[src/rtl/pipe_pkg.sv]
// Shared pipeline constants and the fetch entry layout used by the IF/ID buffer.
package pipe_pkg;

  localparam int unsigned IF_ID_DEPTH      = 2;
  localparam logic [31:0] NOP_INST_DEFAULT = 32'h0000_0000;
  localparam logic [31:0] PC_INCR          = 32'd4;

  typedef struct packed {
    logic [31:0] inst;
    logic [31:0] pc;
  } fetch_entry_t;

endpackage

[src/rtl/if_id_fifo.sv]
// Circular store of fetch entries with head/tail/count; one-cycle write-to-read latency.
module if_id_fifo
  import pipe_pkg::*;
#(
  parameter  int DEPTH = IF_ID_DEPTH,
  localparam int AW    = $clog2(DEPTH),
  localparam int CW    = AW + 1
) (
  input  logic         Clk,
  input  logic         Rst,
  input  logic         i_clear,
  input  logic         i_push,
  input  fetch_entry_t i_push_dat,
  input  logic         i_pop,
  output fetch_entry_t o_head_dat,
  output logic [CW-1:0] o_count
);

  fetch_entry_t  r_mem [DEPTH];
  logic [AW-1:0] r_head;
  logic [AW-1:0] r_tail;
  logic [CW-1:0] r_count;

  // Pointers are AW bits wide, so increments wrap modulo DEPTH (power of two).
  always_ff @(posedge Clk) begin
    if (Rst || i_clear) begin
      r_head  <= '0;
      r_tail  <= '0;
      r_count <= '0;
    end else begin
      if (i_push) r_tail <= r_tail + 1'b1;
      if (i_pop)  r_head <= r_head + 1'b1;
      case ({i_push, i_pop})
        2'b10:   r_count <= r_count + 1'b1;
        2'b01:   r_count <= r_count - 1'b1;
        default: r_count <= r_count;
      endcase
    end
  end

  always_ff @(posedge Clk) begin
    if (i_push) r_mem[r_tail] <= i_push_dat;
  end

  assign o_head_dat = r_mem[r_head];
  assign o_count    = r_count;

endmodule

[src/rtl/if_id_buffer.sv]
// IF/ID decoupling buffer: flush squashes all entries, empty head reads as NOP, PC+4 for decode.
module if_id_buffer
  import pipe_pkg::*;
#(
  parameter int          DEPTH    = IF_ID_DEPTH,
  parameter logic [31:0] NOP_INST = NOP_INST_DEFAULT
) (
  input  logic                   Clk,
  input  logic                   Rst,
  input  logic [31:0]            fetchInst,
  input  logic [31:0]            fetchPC,
  input  logic                   fetchHit,
  input  logic                   flush,
  input  logic                   decodeReady,
  output logic [31:0]            idInst,
  output logic [31:0]            idPC,
  output logic [31:0]            idPCPlusFour,
  output logic                   idValid,
  output logic                   fetchStall,
  output logic [$clog2(DEPTH):0] count
);

  localparam int CW = $clog2(DEPTH) + 1;

  logic         w_empty;
  logic         w_push;
  logic         w_pop;
  fetch_entry_t w_push_dat;
  fetch_entry_t w_head;

  assign w_empty    = (count == '0);
  assign fetchStall = (count == CW'(DEPTH));
  assign w_push     = fetchHit && !fetchStall && !flush;
  // A flushed head is never reported valid, so it cannot be consumed.
  assign idValid    = !w_empty && !flush;
  assign w_pop      = idValid && decodeReady;

  assign w_push_dat.inst = fetchInst;
  assign w_push_dat.pc   = fetchPC;

  if_id_fifo #(
    .DEPTH(DEPTH)
  ) u_fifo (
    .Clk       (Clk),
    .Rst       (Rst),
    .i_clear   (flush),
    .i_push    (w_push),
    .i_push_dat(w_push_dat),
    .i_pop     (w_pop),
    .o_head_dat(w_head),
    .o_count   (count)
  );

  assign idInst       = w_empty ? NOP_INST : w_head.inst;
  assign idPC         = w_empty ? 32'h0 : w_head.pc;
  assign idPCPlusFour = idPC + PC_INCR;

endmodule

[config.mk]
export PLATFORM = sky130hd
export DESIGN_NAME = if_id_buffer
export DESIGN_NICKNAME = d
export VERILOG_FILES = /design/src/rtl/pipe_pkg.sv /design/src/rtl/if_id_fifo.sv /design/src/rtl/if_id_buffer.sv
export SDC_FILE = /design/constraint.sdc
export NUM_CORES = 1
export LEC_CHECK = 0
export CORE_ASPECT_RATIO = 0.7
export CORE_MARGIN = 4
export CORE_UTILIZATION = 35
export CTS_CLUSTER_DIAMETER = 40
export DETAILED_ROUTE_END_ITERATION = 10
export PLACE_DENSITY = 0.71
export SYNTH_ARGS = -nofsm -noshare
export SYNTH_HDL_FRONTEND = slang
export SYNTH_SLANG_ARGS = --single-unit
[constraint.sdc]
create_clock -name Clk -period 5.1 [get_ports Clk]
set_clock_uncertainty 0.2 [all_clocks]
set_input_delay 1.275 -clock Clk [delete_from_list [all_inputs] [get_ports Clk]]
set_output_delay 1.275 -clock Clk [all_outputs]
set_load 0.05 [all_outputs]
==> metrics.md, run 1 <==
| Metric | Value |
|---|---|
| P_leak | `2.856 nW` |
| Die H | `117.8 um` |
| Max Slew Vio Count | `0` |
| Nets | `666` |
| First-pass GRT wire length | `23810 um` |
| Setup-failing EPs final | `0` |
| Netlist cell types | `41` |
| Commonest cells post-synth | `edfxtp_1 (128), nor2_1 (64), mux2i_1 (63)` |
| Post-CTS setup buffer count | `0` |
| Clk sinks | `133` |
| Crit path DAT | `3.42 ns` |
| Clk slew on worst S/H paths | `0.06 ns` |
| Post-Place Cells | `800` |
| Diode count | `0` |
| EDFF count, synth | `128` |
| CTS Buf Count | `17` |
| DIE WIDTH | `164.8 um` |
| Worst-skew pair later-pin latency | `0.40 ns` |
| Actual slew at the worst max-slew pin | `0.5917 ns` |
| HPWL after DPL | `11350 um` |
| Cell Area, Synth | `6026 um2` |
| Drt drc | `0` |
| Pre-CTS WS | `0.5192 ns` |
| Clock root buffer | `clkbuf_16` |
| Final worst-path cycle share | `95.88%` |
| Final hold vios | `0` |
| Area Overhead vs Synth | `43.90%` |
| Initial Util | `36.32%` |
| DRT Pass-1 Iters | `4` |
| GRT Resource Usage Total | `16.09%` |
| Core Area | `16590 um2` |
| Register area share after synthesis | `65.45%` |
| Post-synth top area share | `63.79%` |
| Worst vdd ir | `0.0002190 V` |
| Largest area contributor in the netlist | `edfxtp_1` |
| Setup ws final | `0.2099 ns` |
| GR Util met3 | `6.650%` |
| Met1 Use GR | `21.83%` |
| Vias in the first global route | `4155` |
| CTS tree | `done` |
| Maximum clock frequency | `204.5 MHz` |
| Post-DP Area | `8064 um2` |
| Slew margin rel. | `60.56%` |
| Final instance area | `8671 um2` |
| Die area | `19410 um2` |
| CP max stage cell | `clkdlybuf4s50_1` |
| Mean Syn Cell Area | `14.38 um2` |
| Period minus WS final | `4.890 ns` |
| Row Count | `39` |
| Critical path, cell by cell | `buf_4, nand3b_1, a22oi_2, nand4_2, nor4_2, xor2_1, clkdlybuf4s50_1` |
| Post-synth ARST share | `0%` |
| Layout cell share with drive strength beyond 1 | `15.79%` |
| GP Congestion | `0.9166` |
| Type of the tightest min-delay check | `register to register` |
| Post-synthesis xor/xnor area fraction | `4.797%` |
| Post-synthesis register bit count | `133` |
| Via count | `4096` |
| Final Util | `52.26%` |
| Top Ports | `169` |
| Synth Area in Compound Gates | `1.993%` |
| Number of routed nets with antenna violations | `0` |
| Largest family of logic cells by synthesized area | `simple AND/OR/NAND/NOR gates` |
| Data required time of the critical path | `3.62 ns` |
| Synth Area in Adders | `0.4153%` |
| Top FF cell, synth | `edfxtp_1` |
| Grt total ovfl | `0` |
| Post-CTS resize count | `0` |
| Crit Path Class | `register to output pin` |
| Hold-fix buffers, CTS | `0` |
| Layout Cells excl Fill | `833` |
| Element type at the critical path end | `output pin` |
| GR Layer Usage met2 | `24.18%` |
| PD cells | `314.7 nW/um2` |
| Status | `finished clean` |
| Avg WL per Cell | `18.71 um` |
| Nature of the critical path startpoint | `register` |
| Mux contribution to synthesized area | `10.65%` |
| Pin count of the biggest net entering global routing | `49` |
| RSZ-0062 raised after global routing | `no` |
| Buf/Inv on CP | `2` |
| Syn Inst Count | `419` |
| Post-synthesis net count | `490` |
| Crit-path leading delay family | `buffers and inverters` |
| Synth top area cells | `edfxtp_1 (64%), mux2i_1 (10%), nor2_1 (4.0%), xor2_1 (2.6%), xnor2_1 (2.2%)` |
| Max cap viols | `0` |
| Synth warn | `0` |
| Largest buffer count on any clock path | `2` |
| Antenna violations before repair | `0` |
| Post-Synth Simple-Gate Area | `13.81%` |
| H-tree depth | `4` |
| Most Crowded Layer GR | `met2` |
| Port bufs | `168` |
| Slowest Stage Delay on Critical Path | `0.82 ns` |
| Total wire length | `15590 um` |
| Initial DRC count | `277` |
| Worst-path maximum fanout | `25` |
| Final TNS setup | `0 ns` |
| Count leader, synth | `edfxtp_1` |
| Vias per cell | `4.917` |
==> cells by family (layout without fill, tap and decap cells) <==
group | count (synthesis) | after routing
AO/OA/AOI/OAI | 14 | 14
XOR/XNOR | 33 | 33
adder cells (fa/ha/maj) | 2 | 2
buffers and inverters | 25 | 214
flip-flops | 133 | 133
multiplexers | 64 | 64
AND/OR/NAND/NOR | 148 | 148
==> metrics by stage <==
stage	hold WS [ns]	power, W
after detailed placement	0.3776	0.001565
final	0.3819	0.002729
after global routing	0.4281	0.002829
after global placement	0.3452	0.001560
after CTS	0.3891	0.002763
after floorplan	0.3200	0.001428
==> sequential cells by signal (all words and copies together) (netlist names), named ones only <==
| signal | cells |
|---|---|
| u_fifo.o_count | 2 |
| u_fifo.r_head | 1 |
| u_fifo.r_mem | 128 |
| u_fifo.r_tail | 1 |
==> power by group <==
| group | total, W | leakage, nW | internal, W | switching (W) |
|---|---|---|---|---|
| sequential | 0.00125 | 1.22 | 0.00123 | 0.0000152 |
| clock | 0.00119 | 0.269 | 0.000723 | 0.000464 |
| combinational | 0.000295 | 1.37 | 0.000119 | 0.000176 |
| total | 0.00273 | 2.86 | 0.00207 | 0.000655 |
==> layout by cell type (no fill, tap or decap), drive strengths merged, types with 13 or more instances in the layout <==
cell type      count
clkdlybuf4s50    151
edfxtp           128
nor2              68
mux2i             63
buf               26
clkbuf            18
xor2              18
nand3             16
nand2             15
xnor2             15
nor3              13
==> worst reg2reg max path, delay by kind of cell, from the launching register on <==
family,cells,cell delay [ns]
buffers and inverters,1,0.48
XOR/XNOR,1,0.13
adder cells (fa/ha/maj),1,0.32
AND/OR/NAND/NOR,5,0.96
flip-flops,1,0.37
==> routing by layer <==
| metal | wire, um | up-vias | share of wire (%) |
|---|---|---|---|
| li1 | - | 1909 | - |
| met1 | 6894 | 2017 | 44 |
| met2 | 7055 | 159 | 45 |
| met3 | 1520 | 11 | 9.8 |
| met4 | 115 | 0 | 0.74 |
| met5 | 0 | - | 0 |
==> final timing paths <==
| path | start | to | slack, ns | depth (start not counted) |
|---|---|---|---|---|
| max | register | idPCPlusFour[31] | 0.21 | 7 |
| min | u_fifo.o_count[1] | u_fifo.o_count[1] | 0.38 | 2 |
| max reg2reg | u_fifo.o_count[0] | u_fifo.o_count[1] | 2.53 | 8 |
| min reg2reg | u_fifo.o_count[1] | u_fifo.o_count[1] | 0.38 | 2 |
==> cell type report <==
| cell class | instances | area, um2 |
|---|---|---|
| clock buffer | 18 | 429.2 |
| clock inverter | 14 | 150.1 |
| fill | 1392 | 7920 |
| inverter | 5 | 18.77 |
| multi-input combinational | 261 | 1989 |
| sequential | 133 | 3950 |
| tap | 225 | 281.5 |
| timing repair buffer | 177 | 1852 |
Note: power is estimated with default switching activity, not from simulation.
==> inputs of run 2 (changes only) <==
Settings changed: ABC_AREA from default to 0, CTS_BUF_LIST from default to sky130_fd_sc_hd__clkbuf_8, GPL_ROUTABILITY_DRIVEN from default to 1.
==> metrics.md, run 2 (same netlist as run 1, synthesis figures left out) <==
| Metric | Value |
|---|---|
| Max Slew Vio Count | `0` |
| Worst-skew pair later-pin latency | `0.43 ns` |
| Initial DRC count | `258` |
| Most flops, register | `u_fifo.r_mem` |
| Row Count | `39` |
| Die H | `117.8 um` |
| Status | `finished clean` |
| Number of routed nets with antenna violations | `0` |
| GRT Resource Usage Total | `16.02%` |
| RR Startpoint | `u_fifo.o_count[0]` |
| Clock root buffer | `clkbuf_8` |
| Antenna violations before repair | `0` |
| CTS tree | `done` |
| Crit path DAT | `3.33 ns` |
| Worst-path maximum fanout | `25` |
| Nature of the critical path startpoint | `register` |
| Vias in the first global route | `4164` |
| Slew margin rel. | `60.63%` |
| Reg2reg end | `u_fifo.o_count[1]` |
| DIE WIDTH | `164.8 um` |
| Grt total ovfl | `0` |
| Crit Path Class | `register to output pin` |
| Pin count of the biggest net entering global routing | `49` |
| Largest buffer count on any clock path | `2` |
| Type of the tightest min-delay check | `register to register` |
| Final worst-path cycle share | `94.30%` |
| CP max stage cell | `clkdlybuf4s50_1` |
| Max cap viols | `0` |
| Hold depth | `2` |
| Area Overhead vs Synth | `40.76%` |
| Most frequent cells in the layout | `clkdlybuf4s50_1 (150), edfxtp_1 (128), mux2i_1 (63)` |
| Setup slack, reg-to-reg | `2.52 ns` |
| Worst vdd ir | `0.0001943 V` |
| Drt drc | `0` |
| Buf/Inv on CP | `2` |
| Final TNS setup | `0 ns` |
| Crit-path leading delay family | `buffers and inverters` |
| Total wire length | `15470 um` |
| P_leak | `2.791 nW` |
| Vias per cell | `4.856` |
| Slowest Stage Delay on Critical Path | `0.82 ns` |
| Diode count | `0` |
| RSZ-0062 raised after global routing | `no` |
| GP Congestion | `0.9166` |
| Initial Util | `36.32%` |
| Pre-CTS WS | `0.5192 ns` |
| Hold slack | `0.3855 ns` |
| DRT Pass-1 Iters | `5` |
| R2R cell count | `8` |
| Final hold vios | `0` |
| Max FFs per register | `128` |
| H-tree depth | `4` |
| Maximum clock frequency | `207.9 MHz` |
| Actual slew at the worst max-slew pin | `0.5906 ns` |
| Port bufs | `168` |
| Element type at the critical path end | `output pin` |
| Data required time of the critical path | `3.62 ns` |
| Critical path, cell by cell | `buf_4, nand3b_1, a22oi_2, nand4_2, nor3_1, xor2_1, clkdlybuf4s50_1` |
| Top Ports | `169` |
| Die area | `19410 um2` |
| Clk sinks | `133` |
| Clk slew on worst S/H paths | `0.08 ns` |
| Final Util | `51.12%` |
| Period minus WS final | `4.809 ns` |
| Layout cell share with drive strength beyond 1 | `15.79%` |
| HPWL after DPL | `11350 um` |
| PD cells | `282.6 nW/um2` |
| Hold_sp | `u_fifo.o_count[1]` |
| Avg WL per Cell | `18.57 um` |
| Via count | `4045` |
| Hold worst-path end | `u_fifo.o_count[1]` |
| Setup ws final | `0.2907 ns` |
| Most common cell after layout, fill and taps aside | `clkdlybuf4s50_1` |
| CTS Buf Count | `17` |
| Setup-failing EPs final | `0` |
| Core Area | `16590 um2` |
| Nets | `666` |
| First-pass GRT wire length | `23740 um` |
==> run 2: cell count changes in the layout (fill, tap and decap cells not counted) <==
cell	before	now
dlymetal6s2s_1	0	1
clkbuf_8	0	17
clkbuf_16	17	0
clkbuf_1	1	0
inv_1	4	5
clkdlybuf4s50_1	151	150
==> run 2: worst max path at each step <==
stage              from                  to  cells after the start
2_1_floorplan     flush  u_fifo.r_mem[0][0]                      3
3_3_place_gp   register    idPCPlusFour[31]                      6
3_5_place_dp   register    idPCPlusFour[31]                      6
4_1_cts        register    idPCPlusFour[31]                      6
5_1_grt        register    idPCPlusFour[21]                      7
6_report       register    idPCPlusFour[21]                      7
==> run 2: layout make-up <==
cell class / instances / area, um2
Sequential cell: 133 / 3950
Tap cell: 225 / 281.5
Clock buffer: 17 / 234.0
Timing Repair Buffer: 177 / 1854
Clock inverter: 15 / 153.9
Multi-Input combinational cell: 261 / 1989
Inverter: 5 / 18.77
Fill cell: 1414 / 8109
==> run 2: timing repair <==
item                                    4_1_cts  5_1_grt
endpoints found under the setup margin        0        8
resized for setup                             0        1
hold buffers                                  0        0
setup buffers                                 0        1
==> run 2: stage by stage <==
stage                     instance area, um2  instances  power [W]
final                                   8482        833   0.002397
after global routing                    8482        833   0.002493
after CTS                               8452        832   0.002431
after detailed placement                8064        800   0.001565
after global placement                  8064        800   0.001560
after floorplan                         6096        419   0.001428
==> run 2: worst min-delay path: stages, from the launching register on <==
cell,delay [ns]
dfxtp_2,0.36
xnor2_1,0.15
nor3_1,0.04
==> run 2: power by group <==
part / switching (W) / total [W] / internal, W
Sequential: 0.0000150 / 0.00124 / 0.00123
Clock: 0.000421 / 0.000857 / 0.000436
Combinational: 0.000176 / 0.000295 / 0.000119
Total: 0.000612 / 0.00240 / 0.00178
==> run 2: routing by layer <==
layer | up-vias | GRT usage (%) | part of all wire (%)
met1 | 1980 | 21.67 | 43
met2 | 151 | 24.21 | 45
li1 | 1903 | - | -
met5 | - | 0 | 0
met3 | 11 | 6.545 | 11
met4 | 0 | 3.636 | 0.77
==> inputs of run 3 (changes only) <==
Settings changed: PLACE_DENSITY 0.71 to default, PLACE_DENSITY_LB_ADDON from default to 0.25.
==> metrics.md, run 3 (same netlist as run 1, synthesis figures left out) <==
| Metric | Value |
|---|---|
| Die area | `19410 um2` |
| Final hold vios | `0` |
| Initial DRC count | `308` |
| Nature of the critical path startpoint | `register` |
| Vias in the first global route | `4136` |
| H-tree depth | `4` |
| Pin count of the biggest net entering global routing | `46` |
| GRT Resource Usage Total | `15.88%` |
| Clk sinks | `133` |
| Sequential Area | `3950 um2` |
| Clock root buffer | `clkbuf_8` |
| Maximum clock frequency | `207.3 MHz` |
| P_leak | `2.782 nW` |
| Multi-input gate area in the final layout | `1989 um2` |
| Via count | `4016` |
| Most common cell after layout, fill and taps aside | `clkdlybuf4s50_1` |
| Crit Path Class | `register to output pin` |
| GP Congestion | `0.8762` |
| Worst-skew pair later-pin latency | `0.43 ns` |
| Max cap viols | `0` |
| Final Util | `51.24%` |
| Diode count | `0` |
| Final worst-path cycle share | `94.57%` |
| First-pass GRT wire length | `23650 um` |
| Port bufs | `168` |
| Total wire length | `15310 um` |
| Initial Util | `36.32%` |
| Data required time of the critical path | `3.62 ns` |
| Drt drc | `0` |
| Final TNS setup | `0 ns` |
| RSZ-0062 raised after global routing | `no` |
| Die H | `117.8 um` |
| Element type at the critical path end | `output pin` |
| Crit path DAT | `3.35 ns` |
| DIE WIDTH | `164.8 um` |
| Most flops, register | `u_fifo.r_mem` |
| Post-DP Area | `8061 um2` |
| Slew margin rel. | `43.88%` |
| Vias per cell | `4.827` |
| CTS tree | `done` |
| CTS Buf Count | `17` |
| Final instance area | `8502 um2` |
| Most frequent cells in the layout | `clkdlybuf4s50_1 (153), edfxtp_1 (128), mux2i_1 (63)` |
| Core Area | `16590 um2` |
| PD cells | `288.0 nW/um2` |
| Setup-failing EPs final | `0` |
| Max FFs per register | `128` |
| Row Count | `39` |
| Type of the tightest min-delay check | `register to register` |
| Largest buffer count on any clock path | `2` |
| Antenna violations before repair | `0` |
| Power Total | `0.002449 W` |
| Worst-path maximum fanout | `24` |
| Fillcell total | `1433` |
| Period minus WS final | `4.823 ns` |
| Layout cell share with drive strength beyond 1 | `15.65%` |
| Avg WL per Cell | `18.40 um` |
| Hold-fix buffers, CTS | `0` |
| HPWL after DPL | `11100 um` |
| DRT Pass-1 Iters | `5` |
| Max Slew Vio Count | `0` |
| Nets | `665` |
| Grt total ovfl | `0` |
| Worst vdd ir | `0.0001549 V` |
| Status | `finished clean` |
| Number of routed nets with antenna violations | `0` |
| Clk slew on worst S/H paths | `0.07 ns` |
| Top Ports | `169` |
| Actual slew at the worst max-slew pin | `0.8418 ns` |
| Area Overhead vs Synth | `41.09%` |
run 3: cell types whose count changed in the layout (fill, tap and decap cells not counted), moves of 2 or more:
cell,delta
clkinv_2,+2
buf_4,-3
clkinv_1,-2
clkdlybuf4s50_1,+3
run 3: critical path, cell delays in order, from the launching register on:
cell and delay, ns:
dfxtp_4 0.47, buf_16 0.22, nand3b_1 0.20, a22oi_2 0.28, nand4_2 0.39, nor3_1 0.35, xnor2_1 0.16, clkdlybuf4s50_1 0.84
run 3: where the power goes:
group	total [W]	internal (W)	switching [W]
clock network	0.000910	0.000486	0.000424
registers	0.00124	0.00123	0.0000138
logic	0.000295	0.000119	0.000177
run 3: layer usage:
metal	GRT usage [%]	wire length (um)	vias up	part of all wire, %
li1	-	-	1896	-
met1	21.32	6926	1973	45
met2	24.39	7218	129	47
met3	5.075	962	18	6.3
met4	5.247	205	0	1.3
met5	0	0	-	0
run 3: cell type report:
class	count	share of cell area, %
clock buffers	17	2.752
clock inverters	15	2.104
inverters	5	0.2208
multi-input cells	261	23.40
flip-flops and latches	133	46.46
well taps	225	3.311
repair buffers	176	21.75
run 3: path summary, 6_finish.rpt:
kind,start,to,slack [ns],depth (start not counted)
max,register,idPCPlusFour[23],0.28,7
min,u_fifo.o_count[1],u_fifo.o_count[1],0.39,2
max reg2reg,u_fifo.o_count[1],u_fifo.o_count[1],2.37,8
min reg2reg,u_fifo.o_count[1],u_fifo.o_count[1],0.39,2
run 3: through the flow:
| step | setup slack [ns] | cells | hold WS (ns) |
|---|---|---|---|
| finish | 0.2769 | 832 | 0.3935 |
| floorplan | 0.04537 | 419 | 0.3200 |
| global route | 0.08975 | 832 | 0.4073 |
| detailed placement | 0.6633 | 799 | 0.3789 |
| global placement | 0.7059 | 799 | 0.3495 |
| CTS | 0.1551 | 831 | 0.3911 |
run 3: what timing repair did:
item,CTS,global route
endpoints found under the setup margin,0,8
buffers inserted,0,1
gates resized for setup,0,0
